--- src/rtl/ysyx_23060025_rd_arbiter.sv ---
// Two-master AXI4 read-channel arbiter (IFU fetch vs LSU load) onto one AR/R pair.
// Round-robin grant. Ownership is held from the grant until the rlast beat.
// Single-beat transfers only.
//
// Handshake semantics: a transfer happens on a rising clock edge where valid and
// ready are both 1. Valid never waits on ready. Once the downstream arvalid is
// raised, it and its payload stay stable until arready is seen.
module ysyx_23060025_rd_arbiter #(
  parameter int          ADDR_LEN = 32,
  parameter int          DATA_LEN = 32,
  parameter logic [3:0]  INST_ID  = 4'd0,
  parameter logic [3:0]  DATA_ID  = 4'd1
) (
  input  logic                clock,
  input  logic                rstn,
  input  logic [ADDR_LEN-1:0] inst_ar_addr_i,
  input  logic                inst_ar_valid_i,
  output logic                inst_ar_ready_o,
  output logic [DATA_LEN-1:0] inst_r_data_o,
  output logic [1:0]          inst_r_resp_o,
  output logic                inst_r_valid_o,
  input  logic                inst_r_ready_i,
  input  logic [ADDR_LEN-1:0] data_ar_addr_i,
  input  logic [2:0]          data_ar_size_i,
  input  logic                data_ar_valid_i,
  output logic                data_ar_ready_o,
  output logic [DATA_LEN-1:0] data_r_data_o,
  output logic [1:0]          data_r_resp_o,
  output logic                data_r_valid_o,
  input  logic                data_r_ready_i,
  output logic [ADDR_LEN-1:0] axi_ar_addr_o,
  output logic                axi_ar_valid_o,
  input  logic                axi_ar_ready_i,
  output logic [3:0]          axi_ar_id_o,
  output logic [7:0]          axi_ar_len_o,
  output logic [2:0]          axi_ar_size_o,
  output logic [1:0]          axi_ar_burst_o,
  input  logic [DATA_LEN-1:0] axi_r_data_i,
  input  logic [1:0]          axi_r_resp_i,
  input  logic                axi_r_valid_i,
  input  logic                axi_r_last_i,
  output logic                axi_r_ready_o
);

  typedef enum logic [1:0] {
    S_IDLE = 2'd0,
    S_AR   = 2'd1,
    S_R    = 2'd2
  } state_e;

  // Master select encoding used by owner and last_grant.
  localparam logic OWN_INST = 1'b0;
  localparam logic OWN_DATA = 1'b1;

  state_e              state_q, state_d;
  logic                owner_q, owner_d;
  logic                last_grant_q, last_grant_d;
  logic [ADDR_LEN-1:0] ar_addr_q, ar_addr_d;
  logic [3:0]          ar_id_q, ar_id_d;
  logic [2:0]          ar_size_q, ar_size_d;

  logic grant_inst;
  logic grant_data;
  logic in_r;

  // Round-robin pick in IDLE; on a contest the master that did not win last time wins.
  always_comb begin
    grant_inst = 1'b0;
    grant_data = 1'b0;
    if (rstn && (state_q == S_IDLE)) begin
      if (inst_ar_valid_i && data_ar_valid_i) begin
        if (last_grant_q == OWN_DATA) grant_inst = 1'b1;
        else                          grant_data = 1'b1;
      end else begin
        grant_inst = inst_ar_valid_i;
        grant_data = data_ar_valid_i;
      end
    end
  end

  // State register plus the latched request fields.
  always_ff @(posedge clock or negedge rstn) begin
    if (!rstn) begin
      state_q      <= S_IDLE;
      owner_q      <= OWN_INST;
      last_grant_q <= OWN_DATA;
      ar_addr_q    <= '0;
      ar_id_q      <= '0;
      ar_size_q    <= '0;
    end else begin
      state_q      <= state_d;
      owner_q      <= owner_d;
      last_grant_q <= last_grant_d;
      ar_addr_q    <= ar_addr_d;
      ar_id_q      <= ar_id_d;
      ar_size_q    <= ar_size_d;
    end
  end

  // Next state. The request is captured on the grant cycle so later input changes are ignored.
  always_comb begin
    state_d      = state_q;
    owner_d      = owner_q;
    last_grant_d = last_grant_q;
    ar_addr_d    = ar_addr_q;
    ar_id_d      = ar_id_q;
    ar_size_d    = ar_size_q;
    unique case (state_q)
      S_IDLE: begin
        if (grant_inst) begin
          state_d      = S_AR;
          owner_d      = OWN_INST;
          last_grant_d = OWN_INST;
          ar_addr_d    = inst_ar_addr_i;
          ar_id_d      = INST_ID;
          ar_size_d    = 3'b010;
        end else if (grant_data) begin
          state_d      = S_AR;
          owner_d      = OWN_DATA;
          last_grant_d = OWN_DATA;
          ar_addr_d    = data_ar_addr_i;
          ar_id_d      = DATA_ID;
          ar_size_d    = data_ar_size_i;
        end
      end
      S_AR: begin
        if (axi_ar_ready_i) state_d = S_R;
      end
      S_R: begin
        // A non-last beat is forwarded but ownership is kept.
        if (axi_r_valid_i && axi_r_ready_o && axi_r_last_i) state_d = S_IDLE;
      end
      default: state_d = S_IDLE;
    endcase
  end

  // Outputs. Valid/ready are forced low while reset is asserted; R is routed to the owner only.
  always_comb begin
    in_r            = rstn && (state_q == S_R);
    inst_ar_ready_o = grant_inst;
    data_ar_ready_o = grant_data;
    axi_ar_valid_o  = rstn && (state_q == S_AR);
    axi_ar_addr_o   = ar_addr_q;
    axi_ar_id_o     = ar_id_q;
    axi_ar_size_o   = ar_size_q;
    axi_ar_len_o    = 8'd0;
    axi_ar_burst_o  = 2'b01;
    axi_r_ready_o   = 1'b0;
    inst_r_valid_o  = 1'b0;
    inst_r_data_o   = '0;
    inst_r_resp_o   = 2'b00;
    data_r_valid_o  = 1'b0;
    data_r_data_o   = '0;
    data_r_resp_o   = 2'b00;
    if (in_r) begin
      if (owner_q == OWN_INST) begin
        axi_r_ready_o  = inst_r_ready_i;
        inst_r_valid_o = axi_r_valid_i;
        inst_r_data_o  = axi_r_data_i;
        inst_r_resp_o  = axi_r_resp_i;
      end else begin
        axi_r_ready_o  = data_r_ready_i;
        data_r_valid_o = axi_r_valid_i;
        data_r_data_o  = axi_r_data_i;
        data_r_resp_o  = axi_r_resp_i;
      end
    end
  end

endmodule

--- config.mk ---
export PLATFORM = sky130hd
export DESIGN_NAME = ysyx_23060025_rd_arbiter
export DESIGN_NICKNAME = d
export VERILOG_FILES = /design/src/rtl/ysyx_23060025_rd_arbiter.sv
export SDC_FILE = /design/constraint.sdc
export NUM_CORES = 1
export LEC_CHECK = 0
export CAP_MARGIN = 30
export CORE_MARGIN = 5
export CORE_UTILIZATION = 36
export CTS_CLUSTER_SIZE = 30
export DETAILED_ROUTE_END_ITERATION = 8
export MAX_ROUTING_LAYER = met4
export PLACE_DENSITY = 0.87
export SYNTH_ARGS = -nofsm -noshare
export SYNTH_HDL_FRONTEND = slang
export SYNTH_SLANG_ARGS = --single-unit
--- constraint.sdc ---
create_clock -name clock -period 4.2 [get_ports clock]
set_input_delay 0.84 -clock clock [delete_from_list [all_inputs] [get_ports clock]]
set_output_delay 0.84 -clock clock [all_outputs]
set_load 0.01 [all_outputs]
==> results of run 1 <==
[layer usage]
metal / track usage / part of all wire
met5: - / 0
met4: 0.0704 / 0.022
met3: 0.0589 / 0.093
met2: 0.424 / 0.54
met1: 0.261 / 0.35
[area by class of cell]
class / instances / area share
tap: 102 / 0.0247
clock buffer: 6 / 0.0141
clock inverter: 2 / 0.00243
timing repair buffer: 230 / 0.450
sequential: 39 / 0.189
inverter: 6 / 0.00437
multi-input combinational: 237 / 0.315
[power breakdown]
group	switching, W	total (W)	internal, W	leakage [nW]
combinational	0.000661	0.00138	0.000721	1.46
clock	0.000133	0.000249	0.000116	0.0412
sequential	0.000130	0.000693	0.000563	0.437
[placed cells by master, fill, tap and decap left out, drive strengths merged]
master | netlist | final
nor2b | 1 | 1
o311ai | 1 | 1
nand4 | 32 | 32
o31ai | 32 | 32
nand2b | 2 | 2
dfrtp | 38 | 38
clkdlybuf4s50 | 0 | 218
clkbuf | 22 | 6
o21ai | 2 | 2
a22o | 2 | 2
clkinv | 0 | 1
inv | 6 | 6
nor3b | 2 | 2
nor2 | 3 | 3
mux2i | 1 | 1
or3b | 1 | 1
a21oi | 32 | 32
buf | 33 | 12
nand3b | 1 | 1
nand3 | 1 | 1
or2 | 1 | 1
conb | 2 | 13
nand2 | 3 | 3
and2 | 71 | 71
a31oi | 32 | 32
and3 | 1 | 1
clkinvlp | 0 | 1
a2bb2oi | 1 | 1
a21o | 2 | 2
dfstp | 1 | 1
[cell families (layout without fill, tap and decap cells)]
kind of cell           after synthesis  count (layout)  synth area share
buffers and inverters               61             244             0.122
flip-flops                          39              39             0.337
AO/OA/AOI/OAI                      104             104             0.280
AND/OR/NAND/NOR                    119             119             0.255
other                                2              13           0.00259
multiplexers                         1               1           0.00345
[final timing paths]
kind	start	to	slack, ns
min in group clock	axi_ar_size_o[2]	axi_ar_size_o[2]	0.52
max	rstn	data_r_data_o[29]	1.04
max in group asynchronous	rstn	axi_ar_addr_o[22]	3.19
max reg2reg	state_q[1]	axi_ar_addr_o[25]	1.93
min	rstn	axi_ar_id_o[0]	0.33
min reg2reg	axi_ar_size_o[2]	axi_ar_size_o[2]	0.52
[worst max-delay path: cells and delay by family]
family | cells | cell delay, ns
simple gates | 3 | 0.47
buf+inv | 3 | 1.02
[registers in the layout (all words and copies together), names as in the netlist]
name,flops
state_q,2
axi_ar_size_o,3
last_grant_q,1
axi_ar_id_o,1
axi_ar_addr_o,32
[through the flow]
stage | cell area, sq um | hold slack (ns) | utilization
6_report | 5160 | 0.334 | 0.664
5_1_grt | 5160 | 0.318 | 0.664
4_1_cts | 5160 | 0.330 | 0.664
3_5_place_dp | 5070 | 0.494 | 0.653
3_3_place_gp | 5000 | 0.502 | 0.643
2_1_floorplan | 2940 | 0.505 | -
==> summary.txt, run 1 <==
Status
  • Status: complete, no violations

Synth
  • Top cell type by total area after synthesis: sky130_fd_sc_hd__dfrtp_1
  • Distinct cell type count after synthesis: 32
  • Sequential-to-total area share from yosys stat: 0.337
  • Synth cell count leaders: sky130_fd_sc_hd__and2_1 (71), sky130_fd_sc_hd__dfrtp_1 (38), sky130_fd_sc_hd__a21oi_1 (32), sky130_fd_sc_hd__a31oi_1 (32), sky130_fd_sc_hd__nand4_1 (32)
  • Count of state elements after synthesis: 39
  • Asr flop ratio synth: 1.00
  • Synthesized area: 2900 sq um
  • Mean cell area of the mapped netlist: 8.89 sq um
  • Cell with the most instances after synthesis: sky130_fd_sc_hd__and2_1
  • Cell count after synthesis: 326
  • Yosys warning total: 0
  • Number of synthesized flops with an enable pin: 0
  • Main area contributors after synthesis: sky130_fd_sc_hd__dfrtp_1 (33%), sky130_fd_sc_hd__and2_1 (15%), sky130_fd_sc_hd__o31ai_2 (13%)
  • Area fraction of the dominant cell type after synthesis: 0.328
  • Main flop type after synthesis: sky130_fd_sc_hd__dfrtp_1

Die
  • Core region area: 7770 sq um
  • Chip height: 99.7 microns
  • Number of top-level design ports: 233
  • Row cnt: 32
  • Starting density of the core: 0.373
  • Width of the chip: 99.7 microns
  • Die outline area: 9950 sq um

Timing
  • Worst-case clock skew: 0.00891 ns
  • Fin. max-slew vios: 0
  • Setup repair after global routing missed its margin: false
  • Final critical delay including setup and external delays: 3.16 ns
  • Headroom to the max-slew limit: 0.549
  • Worst-Margin Slew: 0.676 ns
  • Final setup violation count: 0
  • Final hold vios: 0
  • Fmax: 316 MHz
  • Worst path setup slack after routing: 1.04 ns
  • Aggregate negative setup slack: 0 ns
  • Final period util: 0.752

Clock tree
  • Clock latency on the worst-skew pair: 0.29 ns
  • H-tree levels: 2
  • Clock Pin Slew Worst Setup and Hold Paths: 0.08 ns
  • Number of buffers added for setup after CTS: 0
  • Resized cells post-CTS: 0
  • Hold Buf Count CTS: 0
  • Max Root-Sink Buffers: 2
  • Clock root buffer: sky130_fd_sc_hd__clkbuf_8
  • Number of clock buffers inserted by TritonCTS: 5
  • TritonCTS clock tree: built
  • Number of clock sinks: 39

Finish
  • Number of nets in the final layout: 629
  • Footprint of the multi-input gates: 1620 sq um
  • Number of cells in the finished layout apart from fillers: 622
  • Layout cells sized above 1: 0.102
  • Number of diodes added for antenna fixing: 0
  • Fill count: 629
  • Syn-to-layout area delta: 77.9%
  • Reg area: 977 sq um

Setup path
  • WP data arrival: 2.32 ns
  • Path depth of the worst reg2reg path: 5
  • Critical path start-end classification: in2out
  • Startpoint kind of the worst setup timing path: input port
  • Largest driver fanout on the critical path: 35
  • Cells along the critical path: buf_2 -> nand3b_1 -> nor2_1 -> buf_4 -> and2_1 -> clkdlybuf4s50_1
  • Critical path's largest stage delay: 0.60 ns
  • Crit path max-delay cell type: sky130_fd_sc_hd__clkdlybuf4s50_1
  • Req. time, crit path: 3.36 ns
  • Critical Path Sink Type: primary output

Route
  • Vias: 3336
  • ANT nets after route: 0
  • DRC errors left: 0
  • Violation count after the first detailed-routing iteration: 178
  • Total Wirelength: 12000 microns
  • Routed wire length per instance: 19.2 microns
  • DR pass1 iterations: 4
  • Per-cell via count in the routed design: 5.36

Global routing
  • Global-route wire length before repair: 18200 microns
  • Largest net degree at the start of global routing: 67
  • Antenna violations before repair: 0
  • GRT Total Usage: 0.238
  • Number of global-route vias before repair: 3416
  • Global route overflow: 0

Place
  • Half-perimeter wire length after detailed placement: 9380 microns
  • Placed Cells incl. Taps: 614
  • GPL Wtd Cong: 0.814
  • Count of input and output buffers: 219
  • Placement-stage worst setup slack: 1.02 ns

Power
  • Total leakage power: 1.93 nW
  • Worst vdd ir: 0.223 mV
  • Pwr per Cell Area: 450 nW/um^2
  • Power Total: 0.00232 W

Run
  • Reported max-cap violation count: 0

Hold path
  • Hold WC Path Type: in2async
(Power assumes the default switching activity.)
==> run 2, diff against run 1 <==
Settings changed: CORE_UTILIZATION 36 to 34, PLACE_DENSITY 0.87 to 0.83.
Clock period 4.2 ns to 3 ns, I/O delays scaled along.
==> run 2 against run 1 <==
  * Wire length is 4.6% lower
  * Critical path depth decreased by 1
  * Clock skew rose by 0.0052 ns
  * Core utilization fell by 3.8 points
  * Total power up 40%
  * Worst hold slack got worse by 0.20 ns
  * Cell area grew 0.19%
  * Cell count grew 1.3%
  * Critical endpoint is now data_r_data_o[1]
  * Largest power group unchanged
==> summary.txt, run 2 (same netlist as run 1, synthesis figures left out) <==
Clock tree
  • Number of clock buffers inserted by TritonCTS: 5
  • Max Root-Sink Buffers: 2
  • Resized cells post-CTS: 0
  • TritonCTS clock tree: built
  • Clock root buffer: sky130_fd_sc_hd__clkbuf_8
  • Hold Buf Count CTS: 0
  • Clock Pin Slew Worst Setup and Hold Paths: 0.07 ns
  • Number of buffers added for setup after CTS: 0
  • Number of clock sinks: 39
  • H-tree levels: 2
  • Clock latency on the worst-skew pair: 0.29 ns

Setup path
  • Crit path max-delay cell type: sky130_fd_sc_hd__clkdlybuf4s50_1
  • Critical path start-end classification: reg2out
  • Startpoint kind of the worst setup timing path: register
  • Critical Path Sink Type: primary output
  • Largest driver fanout on the critical path: 35
  • WP data arrival: 2.10 ns
  • Cells along the critical path: nand3b_1 -> nor2_1 -> buf_4 -> and2_1 -> clkdlybuf4s50_1
  • Critical path's largest stage delay: 0.55 ns
  • Req. time, crit path: 2.40 ns

Finish
  • Syn-to-layout area delta: 78.2%
  • Top library cells by usage in the layout, fill and taps aside: sky130_fd_sc_hd__clkdlybuf4s50_1 (218), sky130_fd_sc_hd__and2_1 (71), sky130_fd_sc_hd__dfrtp_1 (38)
  • Leading cell type in the layout, fill and taps excluded: sky130_fd_sc_hd__clkdlybuf4s50_1
  • Number of diodes added for antenna fixing: 0
  • Number of nets in the final layout: 634
  • Flip-flop count of the largest register, all copies and words added: 32
  • Post-route core utilization: 0.626
  • Layout cells sized above 1: 0.109
  • Layout Cell Area excl Fill: 5170 sq um

Place
  • Area after DPL: 5060 sq um
  • Half-perimeter wire length after detailed placement: 8910 microns
  • Count of input and output buffers: 219
  • GPL Wtd Cong: 0.801

Die
  • Chip height: 102 microns
  • Number of top-level design ports: 233
  • Die outline area: 10500 sq um
  • Width of the chip: 102 microns
  • Starting density of the core: 0.351
  • Row cnt: 33
  • Core region area: 8260 sq um

Status
  • Status: complete, no violations

Route
  • DRC errors left: 0
  • DR pass1 iterations: 4
  • Vias: 3328
  • ANT nets after route: 0
  • Violation count after the first detailed-routing iteration: 142
  • Per-cell via count in the routed design: 5.28
  • Total Wirelength: 11400 microns
  • Routed wire length per instance: 18.1 microns

Timing
  • Fmax: 370 MHz
  • Final period util: 0.901
  • Final setup violation count: 0
  • Setup repair after global routing missed its margin: false
  • Final critical delay including setup and external delays: 2.70 ns
  • Headroom to the max-slew limit: 0.652
  • Aggregate negative setup slack: 0 ns
  • Final hold vios: 0
  • Fin. max-slew vios: 0
  • Worst-case clock skew: 0.0141 ns
  • Worst-Margin Slew: 0.523 ns

Global routing
  • Number of global-route vias before repair: 3533
  • Antenna violations before repair: 0
  • M3 GR Usage: 0.0437
  • Global route overflow: 0
  • Met2 Track Usage GR: 0.371
  • Most crowded layer after global routing: met2
  • Global-route wire length before repair: 17500 microns
  • Largest net degree at the start of global routing: 52
  • GRT Total Usage: 0.218
  • Met1 demand-to-capacity share in global routing: 0.260

Power
  • Total leakage power: 1.95 nW
  • Pwr per Cell Area: 630 nW/um^2
  • Worst vdd ir: 0.286 mV

Hold path
  • Hold WC Path Type: in2async

Run
  • Reported max-cap violation count: 0
==> run 2: cell types whose count changed in the layout (fill, tap and decap cells not counted), sizes merged <==
| cell | before | now |
|---|---|---|
| clkinvlp | 1 | 0 |
| buf | 12 | 17 |
| bufinv | 0 | 1 |
| clkbuf | 6 | 7 |
| clkinv | 1 | 0 |
==> run 2: through the flow <==
stage	hold WS, ns	setup WS (ns)	cells	power (W)
after floorplan	0.304	1.03	337	0.00188
after global placement	0.435	0.321	622	0.00282
after detailed placement	0.438	0.293	622	0.00285
after CTS	0.129	0.248	630	0.00330
after global routing	0.129	0.112	630	0.00349
final	0.137	0.297	630	0.00326
==> run 2: worst max-delay path, delay by kind of cell (launching register included) <==
kind                   cells  cell delay (ns)
AND/OR/NAND/NOR            3             0.55
buffers and inverters      2             0.82
flip-flops                 1             0.43
==> run 2: metal layers <==
layer,vias up,part of all wire
met4,0,0.016
met2,191,0.52
met1,1563,0.38
met5,-,0
li1,1559,-
met3,15,0.086
==> run 2: where the power goes <==
part,switching [W],internal [W]
Clock,0.000186,0.000249
Sequential,0.000171,0.000788
Combinational,0.000885,0.000979
Total,0.00124,0.00202
==> run 2: area by class of cell <==
cell class	instances	area, sq um
fill	697	3090
inverter	6	22.5
clock buffer	7	76.3
multi-input combinational	237	1620
timing repair buffer	235	2310
tap	105	131
sequential	39	977
clock inverter	1	30.0
==> run 2: worst paths after layout <==
check                                   end  cells after the start  slack (ns)              from
setup / recovery           data_r_data_o[1]                      5        0.30        state_q[0]
hold / removal             axi_ar_addr_o[0]                      1        0.14              rstn
min in group clock         axi_ar_size_o[2]                      1        0.50  axi_ar_size_o[2]
max in group asynchronous      last_grant_q                      2        2.25              rstn
hold reg to reg            axi_ar_size_o[2]                      1        0.50  axi_ar_size_o[2]
setup reg to reg           axi_ar_addr_o[4]                      5        0.90        state_q[1]
